File: src/rtl/bcd_cascade_counter_pkg.sv
// Shared constants for the cascaded modulo counter and its digit cells.
package bcd_cascade_counter_pkg;

    // Direction encoding on iDir.
    localparam logic DIR_UP   = 1'b1;
    localparam logic DIR_DOWN = 1'b0;

    // Value every wrap/error flag takes after reset or clear.
    localparam logic FLAG_RESET = 1'b0;

    // Legal range of the digit count for a single-cycle carry chain.
    localparam int DIGITS_MIN = 1;
    localparam int DIGITS_MAX = 8;

endpackage

File: src/rtl/bcd_digit_cell.sv
// One modulo-MOD digit: load with clamping, up/down step with wrap,
// terminal-value indication for the carry chain and a registered wrap pulse.
module bcd_digit_cell
    import bcd_cascade_counter_pkg::*;
#(
    parameter int MOD = 10,
    parameter int DW  = 4
) (
    input  logic          iClk,
    input  logic          iRst,
    input  logic          iClr,
    input  logic          iLoad,
    input  logic [DW-1:0] iLoadDigit,
    input  logic          iStep,
    input  logic          iDir,
    output logic [DW-1:0] oDigit,
    output logic          oTerminal,
    output logic          oWrap,
    output logic          oClamp
);

    localparam int            DWP1       = DW + 1;
    localparam logic [DW-1:0] DIGIT_MAX  = DW'(MOD - 1);
    localparam logic [DW-1:0] DIGIT_ZERO = '0;
    localparam logic [DW-1:0] DIGIT_ONE  = DW'(1);
    localparam logic [DW:0]   MOD_WIDE   = DWP1'(MOD);

    logic [DW-1:0] r_digit;
    logic          r_wrap;
    logic          w_up;
    logic [DW-1:0] w_next;
    logic [DW-1:0] w_loadVal;

    assign w_up = (iDir == DIR_UP);

    // The terminal value depends on direction: the digit that is about to wrap.
    assign oTerminal = w_up ? (r_digit == DIGIT_MAX) : (r_digit == DIGIT_ZERO);

    // Compare one bit wider so MOD == 2^DW never clamps anything.
    assign oClamp    = ({1'b0, iLoadDigit} >= MOD_WIDE);
    assign w_loadVal = oClamp ? DIGIT_MAX : iLoadDigit;

    // Next digit value for one step; wraps are handled before any add or
    // subtract so the arithmetic never leaves the 0..MOD-1 range.
    always_comb begin
        w_next = r_digit;
        if (oTerminal) begin
            w_next = w_up ? DIGIT_ZERO : DIGIT_MAX;
        end else if (w_up) begin
            w_next = r_digit + DIGIT_ONE;
        end else begin
            w_next = r_digit - DIGIT_ONE;
        end
    end

    // Digit register and wrap pulse, priority reset > clear > load > step > hold.
    always_ff @(posedge iClk or negedge iRst) begin
        if (!iRst) begin
            r_digit <= DIGIT_ZERO;
            r_wrap  <= FLAG_RESET;
        end else if (iClr) begin
            r_digit <= DIGIT_ZERO;
            r_wrap  <= FLAG_RESET;
        end else if (iLoad) begin
            r_digit <= w_loadVal;
            r_wrap  <= FLAG_RESET;
        end else if (iStep) begin
            r_digit <= w_next;
            r_wrap  <= oTerminal;
        end else begin
            r_wrap  <= FLAG_RESET;
        end
    end

    assign oDigit = r_digit;
    assign oWrap  = r_wrap;

endmodule

File: src/rtl/bcd_cascade_counter.sv
// Multi-digit up/down modulo counter built from a chain of digit cells,
// with registered whole-counter wrap and load-clamp flags.
module bcd_cascade_counter
    import bcd_cascade_counter_pkg::*;
#(
    parameter int DIGITS = 4,
    parameter int MOD    = 10,
    parameter int DW     = 4
) (
    input  logic                 iClk,
    input  logic                 iRst,
    input  logic                 iEn,
    input  logic                 iDir,
    input  logic                 iClr,
    input  logic                 iLoad,
    input  logic [DIGITS*DW-1:0] iD,
    output logic [DIGITS*DW-1:0] oS,
    output logic                 oFlag,
    output logic [DIGITS-1:0]    oDigitWrap,
    output logic                 oLoadErr
);

    // Reject parameter sets the digit cells cannot represent.
    if (DIGITS < DIGITS_MIN || DIGITS > DIGITS_MAX) begin : gDigitsCheck
        $error("bcd_cascade_counter: DIGITS must be in 1..8");
    end
    if (MOD < 2) begin : gModMinCheck
        $error("bcd_cascade_counter: MOD must be at least 2");
    end
    if (DW < 1 || DW > 30 || MOD > (1 << DW)) begin : gModMaxCheck
        $error("bcd_cascade_counter: MOD must not exceed 2^DW");
    end

    logic [DIGITS:0]   w_carry;
    logic [DIGITS-1:0] w_term;
    logic [DIGITS-1:0] w_step;
    logic [DIGITS-1:0] w_clamp;
    logic [DIGITS-1:0] w_digitWrap;
    logic              r_flag;
    logic              r_loadErr;

    // Digit 0 always sees a carry; digit k sees one only if all lower digits
    // sit at their terminal value.
    assign w_carry[0] = 1'b1;

    for (genvar k = 0; k < DIGITS; k++) begin : gDigit
        assign w_carry[k+1] = w_carry[k] & w_term[k];
        assign w_step[k]    = iEn & w_carry[k];

        bcd_digit_cell #(
            .MOD (MOD),
            .DW  (DW)
        ) uCell (
            .iClk       (iClk),
            .iRst       (iRst),
            .iClr       (iClr),
            .iLoad      (iLoad),
            .iLoadDigit (iD[k*DW +: DW]),
            .iStep      (w_step[k]),
            .iDir       (iDir),
            .oDigit     (oS[k*DW +: DW]),
            .oTerminal  (w_term[k]),
            .oWrap      (w_digitWrap[k]),
            .oClamp     (w_clamp[k])
        );
    end

    // Whole-counter wrap and load-clamp pulses, aligned with the digit registers.
    always_ff @(posedge iClk or negedge iRst) begin
        if (!iRst) begin
            r_flag    <= FLAG_RESET;
            r_loadErr <= FLAG_RESET;
        end else if (iClr) begin
            r_flag    <= FLAG_RESET;
            r_loadErr <= FLAG_RESET;
        end else if (iLoad) begin
            r_flag    <= FLAG_RESET;
            r_loadErr <= |w_clamp;
        end else begin
            r_flag    <= iEn & w_carry[DIGITS];
            r_loadErr <= FLAG_RESET;
        end
    end

    assign oDigitWrap = w_digitWrap;
    assign oFlag      = r_flag;
    assign oLoadErr   = r_loadErr;

endmodule

File: config.mk
export PLATFORM = sky130hd
export DESIGN_NAME = bcd_cascade_counter
export DESIGN_NICKNAME = d
export VERILOG_FILES = /design/src/rtl/bcd_cascade_counter_pkg.sv /design/src/rtl/bcd_digit_cell.sv /design/src/rtl/bcd_cascade_counter.sv
export SDC_FILE = /design/constraint.sdc
export NUM_CORES = 1
export LEC_CHECK = 0
export ABC_CLOCK_PERIOD_IN_PS = 2300
export CORE_MARGIN = 2
export CORE_UTILIZATION = 30
export DETAILED_ROUTE_END_ITERATION = 8
export DONT_BUFFER_PORTS = 1
export PLACE_DENSITY = 0.49
export SYNTH_ARGS = -nofsm -noshare
export SYNTH_HDL_FRONTEND = slang
export SYNTH_HIERARCHICAL = 1
export SYNTH_SLANG_ARGS = --single-unit
File: constraint.sdc
create_clock -name iClk -period 2.3 [get_ports iClk]
set_input_delay 0.575 -clock iClk [delete_from_list [all_inputs] [get_ports iClk]]
set_output_delay 0.575 -clock iClk [all_outputs]
set_load 0.01 [all_outputs]
==> flow_summary.toml <==
[sta]
drv_slew = 0
timing.fmax_mhz = 501
period_minus_slack_ns = 2.00
post-route-period-util = 0.868
tightest_slew_ns = 0.377
slew_headroom = 0.749
finalSetupViolations = 0
final.setup.tns_ns = 0
hold_viol_final = 0
clock-skew-final_ns = 0.00407
rsz0062_at_grt = "false"

[placed_design]
place_inst = 289
port_buffers = 0
gp_congestion = 0.806
place_hpwl_microns = 3330

[power_and_ir_drop]
vdd.ir_drop.worst_uv = 260
seq_power_share = 0.499
swShare = 0.312
p_clk_frac = 0.275
p_leak_nw = 0.805
p_sw_mw = 0.282
internal_power_mw = 0.621
combPwrFrac = 0.226
cellPowerDensity_nw_per_um2 = 464

[synth]
synth_cells = 221
seq_area_frac_synth = 0.296
synth_nets = 255
syn_area_sq_um = 1860
yosysWarningCount = 6
syn_area_per_cell_sq_um = 8.42
yosysUniqueCellTypes = 31
ys.flop_type = "dfrtp_1"
ys_ff_latch = 22
synth-async-reset-ratio = 1.00
synth_edf_count = 0

[cts]
root_buffer = "clkbuf_8"
clk_latency_ns = 0.26
holdBufCountCts = 1
clock-sinks = 22
cts_setup_buffers = 0
h-tree-depth = 1
clk_pin_slew_ns = 0.08
cts_tree = "built"
clock_path_buffers = 2
cts_made_buffers = 3
cts_resized = 0

[worst_setup_path]
regToRegSetupSlack_ns = 0.30
critPathLaunchType = "flip-flop"
rr_startpoint = "gDigit[0].uCell/oDigit[0]"
rr_worst_depth = 7
required_ns = 2.44
crit_path_max_fanout = 8
r2r_end = "gDigit[3].uCell/oDigit[3]"
crit_type = "flip-flop to flip-flop"
arrival_ns = 2.14
critPathCaptureType = "flip-flop"

[routing]
drt_pass1_iterations = 4
vias = 1526
met1_length_microns = 2110
vias_per_cell = 5.21
dr_wl_met2_microns = 2180
drc = 0
wl_microns = 4650
wl_per_cell_microns = 15.9
top_layer_used = "met4"
ant_nets = 0
first_iter_violations = 49
wl_met3_microns = 334

[die]
start_util = 0.312
design.core.area_sq_um = 5960
rows = 28
die_area_sq_um = 6850
die_w_microns = 82.8
pin_count = 44
dieHeight_microns = 82.8

[global_route]
grt_max_degree = 39
overflow = 0
grt_pass1_vias = 1433
track_usage = 0.147
antenna_found_initial = 0
grt_pass1_wl_microns = 7670

[cells_and_area]
area_delta_synth_final_pct = 4.51
diodes = 0
fin_nets = 254
drive_gt1_frac = 0.0596
stdcell_count = 293
fillerInstances = 664

[hold_path]
min-delay-path-class = "input pin to async pin"

[flow_run]
cap_violations = 0

[status]
status = "completed"
-- state kept, by name, indices dropped and copies added, names as in the netlist --
name	flops
oLoadErr	1
gDigit.uCell/oWrap	4
gDigit.uCell/oDigit	16
oFlag	1
-- cell usage in the layout (no fill, tap or decap) --
cell / instances
nand4_1: 4
nor3_1: 12
a211oi_1: 4
o21a_1: 4
nand3_1: 12
a21boi_1: 4
o21ai_0: 4
and2_1: 1
o211ai_1: 4
ha_1: 8
nand2_1: 8
clkbuf_8: 3
a21o_1: 8
and3_1: 2
xnor2_1: 4
fa_1: 4
nand3b_1: 12
nor2_1: 21
a21oi_1: 20
nand2b_1: 12
inv_1: 16
nor3b_1: 1
xor2_1: 4
dfrtp_1: 22
and4_1: 1
buf_4: 1
or2_1: 4
and3_4: 4
nor4_1: 5
or2b_1: 4
buf_12: 1
o21ai_2: 4
-- critical path, stage by stage (launching register included) --
cell and delay (ns):
dfrtp_1 0.50, nor3_1 0.27, o21ai_2 0.11, inv_1 0.09, and4_1 0.39, nand2b_1 0.11, nor4_1 0.31, nor3_1 0.09
-- cells by family after synthesis --
| family | synth area share |
|---|---|
| buffers and inverters | 0.0746 |
| adders and majority gates | 0.0968 |
| and+or+nand+nor | 0.315 |
| xor gates and xnor gates | 0.0377 |
| DFF | 0.296 |
| AOI/OAI and AO/OA | 0.180 |
-- power groups by stage --
stage	clock network, mW	logic (mW)	registers (mW)
after floorplan	0	0.188	0.443
after global placement	0	0.197	0.460
after detailed placement	0	0.194	0.459
after CTS	0.266	0.207	0.451
after global routing	0.280	0.237	0.456
final	0.249	0.204	0.450
-- layer usage --
metal / global-route usage / vias to the layer above
li1: - / 772
met1: 0.200 / 704
met2: 0.238 / 48
met3: 0.0413 / 2
met4: 0.0230 / 0
met5: 0 / -
-- worst max-delay path by stage --
| stage | start | to | slack, ns |
|---|---|---|---|
| floorplan | iDir | gDigit[3].uCell/oDigit[3] | 0.53 |
| global placement | iDir | gDigit[3].uCell/oDigit[3] | 0.35 |
| global route | gDigit[0].uCell/oDigit[0] | gDigit[3].uCell/oDigit[3] | 0.08 |
| finish | gDigit[0].uCell/oDigit[0] | gDigit[3].uCell/oDigit[3] | 0.30 |
| CTS | gDigit[0].uCell/oDigit[0] | gDigit[3].uCell/oDigit[3] | 0.31 |
| detailed placement | iDir | gDigit[3].uCell/oDigit[3] | 0.29 |
-- cells in the mapped netlist, types with 2 or more instances --
cell,count,share of area
a211oi_1,4,0.016
a21boi_1,4,0.016
a21o_1,8,0.032
a21oi_1,20,0.054
and3_1,2,0.0067
and3_4,4,0.024
buf_6,5,0.030
clkbuf_4,3,0.012
dfrtp_1,22,0.30
fa_1,4,0.043
ha_1,8,0.054
inv_1,16,0.032
nand2_1,8,0.016
nand2b_1,12,0.040
nand3_1,12,0.032
nand3b_1,12,0.048
nand4_1,4,0.013
nor2_1,21,0.042
nor3_1,12,0.032
nor4_1,5,0.017
o211ai_1,4,0.016
o21a_1,4,0.016
o21ai_0,4,0.011
o21ai_2,4,0.019
or2_1,4,0.013
or2b_1,4,0.016
xnor2_1,4,0.019
xor2_1,4,0.019
-- final cells by class --
cell class / count / area (sq um) / area share
repair buffers: 2 / 27.5 / 0.0142
multi-input cells: 175 / 1170 / 0.602
well taps: 75 / 93.8 / 0.0483
clock buffers: 3 / 41.3 / 0.0212
flip-flops and latches: 22 / 551 / 0.283
inverters: 16 / 60.1 / 0.0309
-- through the flow --
step	area, sq um	worst slack, ns	util	power [mW]	hold slack [ns]
after floorplan	1860	0.530	-	0.631	0.279
after global placement	1880	0.353	0.316	0.656	0.280
after detailed placement	1880	0.289	0.316	0.653	0.280
after CTS	1940	0.314	0.326	0.924	0.109
after global routing	1940	0.0832	0.326	0.973	0.110
final	1940	0.303	0.326	0.903	0.110
(Power assumes the default switching activity.)
==> RTL change 1, RTL diff (same flow settings) <==
Reset style: synchronous (`iRst`), changed in 2 clocked blocks.
--- a/src/rtl/bcd_digit_cell.sv
+++ b/src/rtl/bcd_digit_cell.sv
@@ -54,7 +54,7 @@
     end
 
     // Digit register and wrap pulse, priority reset > clear > load > step > hold.
-    always_ff @(posedge iClk or negedge iRst) begin
+    always_ff @(posedge iClk) begin
         if (!iRst) begin
             r_digit <= DIGIT_ZERO;
             r_wrap  <= FLAG_RESET;
--- a/src/rtl/bcd_cascade_counter.sv
+++ b/src/rtl/bcd_cascade_counter.sv
@@ -66,7 +66,7 @@
     end
 
     // Whole-counter wrap and load-clamp pulses, aligned with the digit registers.
-    always_ff @(posedge iClk or negedge iRst) begin
+    always_ff @(posedge iClk) begin
         if (!iRst) begin
             r_flag    <= FLAG_RESET;
             r_loadErr <= FLAG_RESET;
Function: differs if iRst is asserted again (counterexample within 4 cycles, from zero or initial values and one cycle with iRst low); with iRst held inactive, the same outputs for 10 cycles.
==> RTL change 1 against the unedited design <==
Total power rose by 1.5%; worst setup slack improved by 0.22 ns; sequential cell count unchanged; design area decreased by 8.7%; synthesized area is 11% lower; clock power up 16%; global-route usage decreased by 1.3 points; final cell count decreased by 9.2%; via count down 14%; routed wire length decreased by 14%; critical path depth unchanged; critical path type unchanged.
==> RTL change 1: results <==
{
  "cts_hold_buf": 0,
  "grt_max_degree": 47,
  "cpPeakStageDelay_ns": 0.53,
  "pre_cts_slack_ns": 0.4848,
  "slew_headroom": 0.7502,
  "critPathMaxFanout": 7,
  "dieArea_sq_um": 6111,
  "track_usage": 0.1346,
  "hold_class": "in -> reg",
  "wl_per_cell_um": 14.99,
  "synth-seq-area-share": 0.2669,
  "dp_cells": 262,
  "largest_reg_flops": 16,
  "arrival_ns": 1.96,
  "synth.area.top_cells": "dfxtp_1 27%, nor2_1 6.4%, ha_1 6.1%, fa_1 4.9%, nor3_1 4.9%",
  "yosysMostFrequentCell": "nor2_1",
  "crit_slowest_cell": "dfxtp_1",
  "leakagePower_nw": 0.7274,
  "fillCellCount": 584,
  "gp_congestion": 0.7694,
  "nNetsFinal": 229,
  "synth_commonest_cells": "28 x nor2_1, 22 x dfxtp_1, 16 x nor3_1",
  "irDropWorstVdd_uv": 199.1,
  "fin_cells": 266,
  "grt_pass1_vias": 1288,
  "viasPerCell": 4.959,
  "status": "finished, final reports clean",
  "place_hpwl_um": 3034,
  "skew_ns": 0.0009533,
  "drtIter0Drc": 54,
  "syn-mean-instance-area_sq_um": 8.507,
  "synth.distinct_cells": 28,
  "syn-num-nets": 228,
  "grt_pass1_wl_um": 6561
}
-- RTL change 1: changes by cell type in the layout (fill, tap and decap cells not counted), sizes merged, moves of 7 or more --
cell    unedited run  this run
nor2              21        28
nand3             12         0
dfrtp             22         0
dfxtp              0        22
a21oi             20         8
nand3b            12         0
nor3              12        24
-- RTL change 1: cells by family after synthesis --
kind of cell / count (synthesis) / synth area share
XOR/XNOR: 16 / 0.08492
flip-flops: 22 / 0.2669
buffers and inverters: 17 / 0.04170
AO/OA/AOI/OAI: 36 / 0.1638
AND/OR/NAND/NOR: 91 / 0.3336
adder cells (fa/ha/maj): 12 / 0.1092
-- RTL change 1: layout make-up --
class	instances	share of cell area
inverter	13	0.02748
multi-input combinational	155	0.6427
tap	72	0.05074
sequential	22	0.2481
clock buffer	4	0.03101
-- RTL change 1: final timing paths --
check,end,start,slack (ns)
max,gDigit[2].uCell/oDigit[0]$_SDFFE_PP0P_,gDigit[0].uCell/oDigit[0]$_SDFFE_PP0P_,0.52
max reg2reg,gDigit[2].uCell/oDigit[0]$_SDFFE_PP0P_,gDigit[0].uCell/oDigit[0]$_SDFFE_PP0P_,0.52
min,oFlag$_SDFF_PP0_,iLoad,0.39
min reg2reg,gDigit[1].uCell/oDigit[2]$_SDFFE_PP0P_,gDigit[1].uCell/oDigit[2]$_SDFFE_PP0P_,0.66
-- RTL change 1: critical path, delay by kind of cell (launching register included) --
family / cells / cell delay [ns]
flops: 1 / 0.53
compound gates: 2 / 0.47
buf+inv: 1 / 0.10
xor+xnor: 1 / 0.15
simple gates: 3 / 0.42
-- RTL change 1: routing by layer --
layer,GRT usage,up-vias,share of wire
met3,0.04253,4,0.076
met4,0.04211,0,0.010
met5,0,-,0
met2,0.2129,33,0.45
met1,0.1748,596,0.46
li1,-,686,-
-- RTL change 1: metrics by stage --
stage,instance area (sq um),hold slack (ns)
6_report,1775,0.3887
3_5_place_dp,1720,0.6511
2_1_floorplan,1650,0.5922
3_3_place_gp,1720,0.6477
4_1_cts,1775,0.3661
5_1_grt,1775,0.3670
-- RTL change 1: power breakdown --
| group | leakage, nW | total (W) | switching [W] | internal [W] |
|---|---|---|---|---|
| clock | 0.0288 | 0.000289 | 0.000137 | 0.000153 |
| combinational | 0.519 | 0.000193 | 0.000103 | 0.0000895 |
| sequential | 0.179 | 0.000434 | 0.0000368 | 0.000397 |
==> RTL change 2, RTL diff (config.mk and constraints unchanged) <==
Made on the original files. Set the parameter `DIGITS` to 2 (it was 4).
--- a/src/rtl/bcd_cascade_counter.sv
+++ b/src/rtl/bcd_cascade_counter.sv
@@ -3,7 +3,7 @@
 module bcd_cascade_counter
     import bcd_cascade_counter_pkg::*;
 #(
-    parameter int DIGITS = 4,
+    parameter int DIGITS = 2,
     parameter int MOD    = 10,
     parameter int DW     = 4
 ) (
Interface: changed (resized iD, oDigitWrap and oS); port bits go from 44 to 26. The function was not compared with the original's and may differ.
==> RTL change 2 against the unedited design <==
Global-route usage decreased by 0.79 points; design area decreased by 47%; synthesized area decreased by 48%; routed wire length decreased by 53%; sequential cell count decreased by 10; utilization increased by 0.92 points; worst setup slack improved by 0.24 ns; via count decreased by 48%; total power decreased by 41%; count of clock-buffer cells in the layout increased by 1; non-clock buffer count decreased by 1; critical path type unchanged; largest power group unchanged.
==> RTL change 2: results <==
{
  "status": "finished, final reports clean",
  "required_ns": 2.50,
  "fin_cells": 158,
  "syn-num-nets": 133,
  "global_route.usage.met2": 0.2166,
  "p_sw_w": 0.0001587,
  "place_hpwl_um": 1626,
  "reg2reg_to": "gDigit[1].uCell/oDigit[2]$_DFFE_PN0P_",
  "dp_cells": 153,
  "synth-seq-area-share": 0.3125,
  "wl_met1_um": 1072,
  "leakagePower_nw": 0.4308,
  "swShare": 0.2976,
  "drtIter0Drc": 23,
  "grt_max_degree": 21,
  "pre_cts_slack_ns": 0.4080,
  "fillCellCount": 355,
  "grtUsageMet1": 0.1919,
  "hold_class": "in -> reg",
  "met3_length_um": 158,
  "met2_length_um": 952,
  "irDropWorstVdd_uv": 323.1,
  "gp_congestion": 0.7897,
  "totalWireLength_um": 2190,
  "p_seq_frac": 0.467,
  "drive_above_1_share": 0.07895,
  "root_buffer": "clkbuf_4",
  "grt_pass1_wl_um": 3891,
  "synth.distinct_cells": 30,
  "clockPowerShare": 0.316
}
## RTL change 2: how the worst max path moves through the flow
| stage | end | depth (start not counted) | startpoint | slack (ns) |
|---|---|---|---|---|
| after floorplan | gDigit[0].uCell/oDigit[3]$_DFFE_PN0P_ | 7 | iDir | 0.54 |
| after global placement | gDigit[0].uCell/oDigit[3]$_DFFE_PN0P_ | 7 | iDir | 0.42 |
| after detailed placement | gDigit[1].uCell/oDigit[3]$_DFFE_PN0P_ | 7 | iDir | 0.41 |
| after CTS | gDigit[1].uCell/oDigit[2]$_DFFE_PN0P_ | 7 | gDigit[0].uCell/oDigit[3]$_DFFE_PN0P_ | 0.52 |
| after global routing | gDigit[1].uCell/oDigit[3]$_DFFE_PN0P_ | 7 | gDigit[0].uCell/oDigit[0]$_DFFE_PN0P_ | 0.36 |
| final | gDigit[1].uCell/oDigit[2]$_DFFE_PN0P_ | 7 | gDigit[0].uCell/oDigit[3]$_DFFE_PN0P_ | 0.54 |
## RTL change 2: cells by family (layout without fill, tap and decap cells)
family | after synthesis | count (layout) | share of synthesized area
AO/OA/AOI/OAI | 26 | 26 | 0.1745
XOR/XNOR | 4 | 4 | 0.03646
adder cells (fa/ha/maj) | 6 | 6 | 0.09375
buffers and inverters | 12 | 13 | 0.07031
flip-flops | 12 | 12 | 0.3125
AND/OR/NAND/NOR | 53 | 53 | 0.3125
## RTL change 2: layout make-up
class	count	area, sq um	share of cell area
Multi-Input combinational cell	89	593.1	0.5788
Sequential cell	12	300.3	0.2930
Tap cell	44	55.05	0.05372
Clock buffer	4	36.28	0.03541
Inverter	8	30.03	0.02930
Timing Repair Buffer	1	10.01	0.009768
## RTL change 2: what timing repair did
action,4_1_cts,5_1_grt
endpoints found under the hold margin,12,0
setup buffers,0,0
hold buffers,1,0
